### config.mk
export PLATFORM = sky130hd
export DESIGN_NAME = eu_operand_sequencer
export DESIGN_NICKNAME = d
export VERILOG_FILES = /design/src/rtl/eu_operand_sequencer_pkg.sv /design/src/rtl/eu_operand_slot.sv /design/src/rtl/eu_operand_sequencer.sv
export SDC_FILE = /design/constraint.sdc
export NUM_CORES = 1
export LEC_CHECK = 0
export CAP_MARGIN = 15
export CORE_MARGIN = 10
export CORE_UTILIZATION = 42
export CTS_BUF_LIST = sky130_fd_sc_hd__clkbuf_8
export CTS_CLUSTER_DIAMETER = 60
export DETAILED_ROUTE_END_ITERATION = 6
export PLACE_DENSITY = 0.85
export SLEW_MARGIN = 25
export SYNTH_ARGS = -nofsm -noshare
export SYNTH_HDL_FRONTEND = slang
export SYNTH_SLANG_ARGS = --single-unit
### constraint.sdc
create_clock -name clk -period 4.3 [get_ports clk]
set_input_delay 0.86 -clock clk [delete_from_list [all_inputs] [get_ports clk]]
set_output_delay 0.86 -clock clk [all_outputs]
set_load 0.01 [all_outputs]
### src/rtl/eu_operand_sequencer_pkg.sv
// Shared types and constants for the execution-unit operand sequencer.
// The FSM state, the instruction record and the default stall counter width live here.
package eu_operand_sequencer_pkg;

  localparam int EU_SEQ_DATA_W      = 32;
  localparam int EU_SEQ_ADDR_W      = 8;
  localparam int EU_SEQ_OPC_W       = 4;
  localparam int EU_SEQ_DEST_W      = 8;
  localparam int EU_SEQ_STALL_CNT_W = 16;

  typedef enum logic [1:0] {
    IDLE,
    FETCH,
    ISSUE
  } type_euseq_state;

  typedef struct packed {
    logic                     is_imm;
    logic [EU_SEQ_DATA_W-1:0] imm;
    logic [EU_SEQ_ADDR_W-1:0] addr;
  } type_euseq_operand;

  typedef struct packed {
    logic [EU_SEQ_OPC_W-1:0]  opcode;
    logic [EU_SEQ_DEST_W-1:0] dest;
    type_euseq_operand        op0;
    type_euseq_operand        op1;
  } type_euseq_instr;

endpackage

### src/rtl/eu_operand_slot.sv
// One operand lane: request/have/orphan tracking, request address and operand data register.
// The top level drives it with the FSM state and the accept/retire/flush events.
module eu_operand_slot #(
  parameter int DATA_W = 32,
  parameter int ADDR_W = 8
) (
  input  logic              clk,
  input  logic              reset,
  input  logic              flush_i,
  input  logic              load_i,
  input  logic              load_is_imm_i,
  input  logic [DATA_W-1:0] load_imm_i,
  input  logic [ADDR_W-1:0] load_addr_i,
  input  logic              fetch_i,
  input  logic              retire_i,
  output logic              req_valid_o,
  output logic [ADDR_W-1:0] req_addr_o,
  input  logic              req_ready_i,
  input  logic              resp_valid_i,
  input  logic [DATA_W-1:0] resp_data_i,
  output logic [DATA_W-1:0] data_o,
  output logic              have_next_o,
  output logic              orphan_o,
  output logic              proto_err_o
);

  logic              req_done_q, req_done_d;
  logic              have_q, have_d;
  logic              orphan_q, orphan_d;
  logic [DATA_W-1:0] data_q, data_d;
  logic [ADDR_W-1:0] addr_q, addr_d;

  logic req_hs;
  logic pending;
  logic capture;

  assign req_valid_o = fetch_i && !req_done_q && !orphan_q;
  assign req_hs      = req_valid_o && req_ready_i;
  assign pending     = req_done_q && !have_q;
  assign capture     = resp_valid_i && pending && !orphan_q;
  assign have_next_o = have_q || capture;
  assign proto_err_o = resp_valid_i && !pending && !orphan_q;
  assign req_addr_o  = addr_q;
  assign data_o      = data_q;
  assign orphan_o    = orphan_q;

  always_comb begin
    // NOTE: every _d takes its current value first so no path leaves it unassigned (no latch).
    req_done_d = req_done_q;
    have_d     = have_q;
    orphan_d   = orphan_q;
    data_d     = data_q;
    addr_d     = addr_q;

    if (resp_valid_i && orphan_q) orphan_d = 1'b0;

    if (flush_i) begin
      // A request the buffer has accepted but not yet answered will still answer later.
      if ((req_done_q || req_hs) && !have_q && !resp_valid_i) orphan_d = 1'b1;
      req_done_d = 1'b0;
      have_d     = 1'b0;
    end else begin
      if (req_hs) req_done_d = 1'b1;
      if (capture) begin
        data_d = resp_data_i;
        have_d = 1'b1;
      end
      if (retire_i) begin
        req_done_d = 1'b0;
        have_d     = 1'b0;
      end
      if (load_i) begin
        addr_d     = load_addr_i;
        req_done_d = load_is_imm_i;
        have_d     = load_is_imm_i;
        if (load_is_imm_i) data_d = load_imm_i;
      end
    end
  end

  // NOTE: sequential state uses non-blocking assignments so every flop samples pre-edge values.
  always_ff @(posedge clk or posedge reset) begin
    if (reset) begin
      req_done_q <= 1'b0;
      have_q     <= 1'b0;
      orphan_q   <= 1'b0;
      data_q     <= '0;
      addr_q     <= '0;
    end else begin
      req_done_q <= req_done_d;
      have_q     <= have_d;
      orphan_q   <= orphan_d;
      data_q     <= data_d;
      addr_q     <= addr_d;
    end
  end

endmodule

### src/rtl/eu_operand_sequencer.sv
// Operand sequencer for one execution unit: accepts an instruction, gathers both operands
// from the X buffers or immediates, and hands them to the ALU with a valid/ready handshake.
module eu_operand_sequencer
  import eu_operand_sequencer_pkg::*;
#(
  parameter int DATA_W      = EU_SEQ_DATA_W,
  parameter int ADDR_W      = EU_SEQ_ADDR_W,
  parameter int OPC_W       = EU_SEQ_OPC_W,
  parameter int DEST_W      = EU_SEQ_DEST_W,
  parameter int STALL_CNT_W = EU_SEQ_STALL_CNT_W
) (
  input  logic                   clk,
  input  logic                   reset,
  input  logic                   flush,
  input  logic                   ireq_valid,
  output logic                   ireq_ready,
  input  logic [OPC_W-1:0]       ireq_opcode,
  input  logic [DEST_W-1:0]      ireq_dest,
  input  logic                   ireq_op0_is_imm,
  input  logic [DATA_W-1:0]      ireq_op0_imm,
  input  logic [ADDR_W-1:0]      ireq_op0_addr,
  input  logic                   ireq_op1_is_imm,
  input  logic [DATA_W-1:0]      ireq_op1_imm,
  input  logic [ADDR_W-1:0]      ireq_op1_addr,
  output logic                   xb0_req_valid,
  output logic [ADDR_W-1:0]      xb0_req_addr,
  input  logic                   xb0_req_ready,
  input  logic                   xb0_resp_valid,
  input  logic [DATA_W-1:0]      xb0_resp_data,
  output logic                   xb1_req_valid,
  output logic [ADDR_W-1:0]      xb1_req_addr,
  input  logic                   xb1_req_ready,
  input  logic                   xb1_resp_valid,
  input  logic [DATA_W-1:0]      xb1_resp_data,
  output logic                   alu_valid,
  input  logic                   alu_ready,
  output logic [DATA_W-1:0]      alu_op0,
  output logic [DATA_W-1:0]      alu_op1,
  output logic [OPC_W-1:0]       alu_opcode,
  output logic [DEST_W-1:0]      alu_dest,
  output logic [STALL_CNT_W-1:0] stall_cycles,
  output logic                   proto_err
);

  type_euseq_state        state_q;
  logic [OPC_W-1:0]       opcode_q;
  logic [DEST_W-1:0]      dest_q;
  logic [STALL_CNT_W-1:0] stall_q;
  logic                   proto_err_q;

  logic            have_next0, have_next1;
  logic            orphan0, orphan1;
  logic            perr0, perr1;
  logic            accept, retire, fetching;
  type_euseq_state accept_state;

  assign fetching     = (state_q == FETCH);
  assign alu_valid    = (state_q == ISSUE) && !flush;
  assign retire       = alu_valid && alu_ready;
  assign ireq_ready   = !flush && !orphan0 && !orphan1 &&
                        ((state_q == IDLE) || ((state_q == ISSUE) && alu_ready));
  assign accept       = ireq_valid && ireq_ready;
  assign accept_state = (ireq_op0_is_imm && ireq_op1_is_imm) ? ISSUE : FETCH;

  assign alu_opcode   = opcode_q;
  assign alu_dest     = dest_q;
  assign stall_cycles = stall_q;
  assign proto_err    = proto_err_q;

  eu_operand_slot #(.DATA_W(DATA_W), .ADDR_W(ADDR_W)) u_slot0 (
    .clk           (clk),
    .reset         (reset),
    .flush_i       (flush),
    .load_i        (accept),
    .load_is_imm_i (ireq_op0_is_imm),
    .load_imm_i    (ireq_op0_imm),
    .load_addr_i   (ireq_op0_addr),
    .fetch_i       (fetching),
    .retire_i      (retire),
    .req_valid_o   (xb0_req_valid),
    .req_addr_o    (xb0_req_addr),
    .req_ready_i   (xb0_req_ready),
    .resp_valid_i  (xb0_resp_valid),
    .resp_data_i   (xb0_resp_data),
    .data_o        (alu_op0),
    .have_next_o   (have_next0),
    .orphan_o      (orphan0),
    .proto_err_o   (perr0)
  );

  eu_operand_slot #(.DATA_W(DATA_W), .ADDR_W(ADDR_W)) u_slot1 (
    .clk           (clk),
    .reset         (reset),
    .flush_i       (flush),
    .load_i        (accept),
    .load_is_imm_i (ireq_op1_is_imm),
    .load_imm_i    (ireq_op1_imm),
    .load_addr_i   (ireq_op1_addr),
    .fetch_i       (fetching),
    .retire_i      (retire),
    .req_valid_o   (xb1_req_valid),
    .req_addr_o    (xb1_req_addr),
    .req_ready_i   (xb1_req_ready),
    .resp_valid_i  (xb1_resp_valid),
    .resp_data_i   (xb1_resp_data),
    .data_o        (alu_op1),
    .have_next_o   (have_next1),
    .orphan_o      (orphan1),
    .proto_err_o   (perr1)
  );

  always_ff @(posedge clk or posedge reset) begin
    if (reset) begin
      state_q     <= IDLE;
      opcode_q    <= '0;
      dest_q      <= '0;
      stall_q     <= '0;
      proto_err_q <= 1'b0;
    end else begin
      if (fetching && (stall_q != '1)) stall_q <= stall_q + 1'b1;
      if (perr0 || perr1) proto_err_q <= 1'b1;
      if (accept) begin
        opcode_q <= ireq_opcode;
        dest_q   <= ireq_dest;
      end

      if (flush) begin
        state_q <= IDLE;
      end else begin
        unique case (state_q)
          IDLE:    if (accept) state_q <= accept_state;
          FETCH:   if (have_next0 && have_next1) state_q <= ISSUE;
          ISSUE:   if (retire) state_q <= accept ? accept_state : IDLE;
          default: state_q <= IDLE;
        endcase
      end
    end
  end

endmodule

==> flow_metrics.py <==
metrics = {
    "outcome": {
        "outcome": "completed",
    },
    "synth": {
        "ys_seq_elements": 117,
        "syn-cell-area_sq_um": 5557,
        "synth_nets": 633,
        "async_reset_ff_share_pct": 100.0,
        "ys_top_cells_by_count": "mux2i_1, dfrtp_1, nor2_1",
        "ys_types": 44,
        "ys_warn_count": 0,
        "ys_seq_area_share_pct": 52.69,
        "synth-edff-count": 0,
        "syn_avg_cell_area_sq_um": 11.95,
        "yosysMostFrequentCell": "mux2i_1",
        "synth-main-ff-cell": "dfrtp_1",
        "synthCells": 465,
        "synth_area_leaders": "dfrtp_1, mux2i_1, mux2_2",
        "synth_top_area_share_pct": 52.69,
        "synth_area_leader_cell": "dfrtp_1",
    },
    "worst_setup_path": {
        "crit_family": "buffers and inverters",
        "reg2reg_from": "u_slot0.orphan_o$_DFF_PP0_",
        "worst-r2r-setup-slack_ns": 1.67,
        "crit_chain": "clkdlybuf4s50_1 -> nor2b_1 -> nor3_1 -> clkdlybuf4s50_1",
        "worstSetupPathType": "input port to output port",
        "crit_start": "alu_ready",
        "slowest_stage": "clkdlybuf4s50_1",
        "max_stage_delay_ns": 0.59,
        "crit_path_frequent_cell": "clkdlybuf4s50_1",
        "crit_path_max_fanout": 3,
        "r2r-end": "u_slot1.data_o[5]$_DFFE_PP0N_",
        "arrival_ns": 2.22,
        "reg2reg_depth": 5,
        "end_kind": "output port",
        "worstPathRequired_ns": 3.44,
        "cp-start-kind": "input port",
        "critPathBufInv": 2,
    },
    "floorplan": {
        "fp.dieH_um": 135.0,
        "die_x_um": 135.0,
        "die-area_sq_um": 18230,
        "start_util_pct": 43.50,
        "ios": 280,
        "row_count": 41,
        "design.core.area_sq_um": 12770,
    },
    "worst_hold_path": {
        "worstHoldStart": "proto_err$_DFFE_PP0P_",
        "whs_endpoint": "proto_err$_DFFE_PP0P_",
        "holdPathStages": 2,
        "min_path_type": "register to register",
    },
    "clocking": {
        "cts_resized": 0,
        "h-tree-depth": 4,
        "holdBufCountCts": 0,
        "clk_root_buffer_cell": "clkbuf_8",
        "clkSlewWorstSetupHoldPaths_ns": 0.08,
        "cts_buffer_depth": 2,
        "clk_latency_ns": 0.44,
        "cts_tree": "done",
        "cts_buffers": 17,
        "clock_sinks": 117,
        "cts_setup_buffers": 0,
    },
    "pwr": {
        "switchingPower_mw": 1.533,
        "p_per_area_nw_per_um2": 541.2,
        "intPower_mw": 3.303,
        "combPwrFrac_pct": 40.6,
        "p_seq_share_pct": 36.8,
        "leakage_nw": 3.921,
        "ir_worst_vdd_uv": 299.7,
        "clockPowerShare_pct": 22.5,
        "design_power_total_mw": 4.837,
        "swShare_pct": 31.70,
    },
    "route": {
        "wl_um": 18610,
        "viasPerCell": 5.055,
        "ant_nets": 0,
        "first_pass_iters": 5,
        "drt_iter0_drc": 191,
        "drc": 0,
        "wl_per_cell_um": 20.03,
        "num_vias": 4696,
    },
    "sta": {
        "fin_skew_ns": 0.01262,
        "hold_viol": 0,
        "rsz0062_at_grt": "false",
        "slew_violations": 0,
        "fin_setup_tns_ns": 0,
        "layout_min_cycle_time_ns": 3.076,
        "setup_viol": 0,
        "relSlewSlack_pct": 46.42,
        "worst_pin_slew_ns": 0.8037,
        "fmax_mhz": 325.1,
        "post-route-period-util_pct": 71.53,
    },
    "global_route": {
        "grt_pass1_vias": 5147,
        "grt-ovfl-total": 0,
        "track_usage_pct": 20.13,
        "antenna_found_initial": 0,
        "grt_pass1_wl_um": 28740,
        "grt_max_degree": 91,
    },
    "cells_and_area": {
        "nets": 912,
        "antenna_cells": 0,
        "finalInstanceArea_sq_um": 8937,
        "area_growth_pct": 60.84,
        "drive_gt1_share_pct": 10.04,
    },
    "placement": {
        "gp_congestion": 0.8170,
        "dp_hpwl_um": 14380,
        "io_buffers": 279,
        "place_area_sq_um": 8498,
    },
    "job": {
        "drv_cap": 0,
    },
}
-- worst register-to-register path, delay by kind of cell, from the launching register on --
kind / cells / cell delay, ns
buffers and inverters: 1 / 0.40
flip-flops: 1 / 0.42
multiplexers: 1 / 0.33
AND/OR/NAND/NOR: 3 / 1.40
-- placed cells by master, fill, tap and decap left out, types with 2 or more instances in the layout --
| master | count |
|---|---|
| a21oi_1 | 7 |
| inv_1 | 5 |
| xor2_1 | 9 |
| nand3_1 | 4 |
| o31a_1 | 2 |
| dfrtp_1 | 117 |
| mux2_2 | 29 |
| mux2i_1 | 129 |
| bufinv_16 | 3 |
| buf_4 | 6 |
| nand2_4 | 2 |
| xnor2_1 | 4 |
| nand2_1 | 8 |
| nand4_1 | 5 |
| clkdlybuf4s50_1 | 278 |
| nor2_1 | 72 |
| inv_6 | 4 |
| nor3_1 | 9 |
| clkinvlp_4 | 4 |
| nand2b_1 | 4 |
| a31oi_1 | 4 |
| nor2b_1 | 3 |
| clkbuf_8 | 19 |
| o21ai_0 | 5 |
| clkinv_4 | 3 |
-- routing by layer --
metal,track usage [%],share of wire [%]
met1,20.84,36
met4,6.699,1.8
met2,36.01,53
met3,8.234,9.4
met5,0,0
-- through the flow --
step                std cells  hold WS, ns  util [%]  setup WS, ns
floorplan                 465       0.5120         -        0.3392
finish                    929       0.4937     69.97         1.224
global route              929       0.5232     69.97         1.143
CTS                       929       0.5047     69.93         1.226
global placement          897       0.4717     66.51        0.9710
detailed placement        897       0.4869     66.53        0.8689
-- power by group through the flow --
stage / clock, mW / sequential (mW) / combinational, mW
final: 1.09 / 1.78 / 1.97
after global routing: 1.17 / 1.84 / 2.12
after CTS: 1.12 / 1.79 / 2.01
after detailed placement: 0 / 1.80 / 2.00
after global placement: 0 / 1.77 / 1.94
after floorplan: 0 / 1.96 / 0.575
-- state kept, by name, indices dropped and copies added (netlist names) --
name                count
alu_dest                8
alu_opcode              4
proto_err               1
stall_cycles           16
state_q                 2
u_slot0.data_o         32
u_slot0.have_q          1
u_slot0.orphan_o        1
u_slot0.req_addr_o      8
u_slot0.req_done_q      1
u_slot1.data_o         32
u_slot1.have_q          1
u_slot1.orphan_o        1
u_slot1.req_addr_o      8
u_slot1.req_done_q      1
-- worst max-delay path by stage --
stage / end / slack [ns] / cells after the start
2_1_floorplan: alu_dest[0]$_DFFE_PP0N_ / 0.34 / 1
3_3_place_gp: u_slot1.data_o[4]$_DFFE_PP0N_ / 0.97 / 6
3_5_place_dp: u_slot1.data_o[26]$_DFFE_PP0N_ / 0.87 / 6
4_1_cts: ireq_ready / 1.23 / 4
5_1_grt: ireq_ready / 1.14 / 4
6_report: ireq_ready / 1.22 / 4
-- cell families after synthesis --
family | synth area share (%)
AO/OA/AOI/OAI | 2.928
XOR/XNOR | 2.049
adder cells (fa/ha/maj) | 0.2251
buffers and inverters | 2.815
flip-flops | 52.69
multiplexers | 29.12
AND/OR/NAND/NOR | 10.18
-- area by class of cell --
class,count,area (sq um)
Timing Repair Buffer,285,2833
Fill cell,906,3836
Sequential cell,117,2928
Multi-Input combinational cell,317,2500
Inverter,6,27.53
Clock buffer,19,261.5
Clock inverter,13,172.7
Tap cell,172,215.2
No activity file was read; power rests on OpenSTA's default activity.
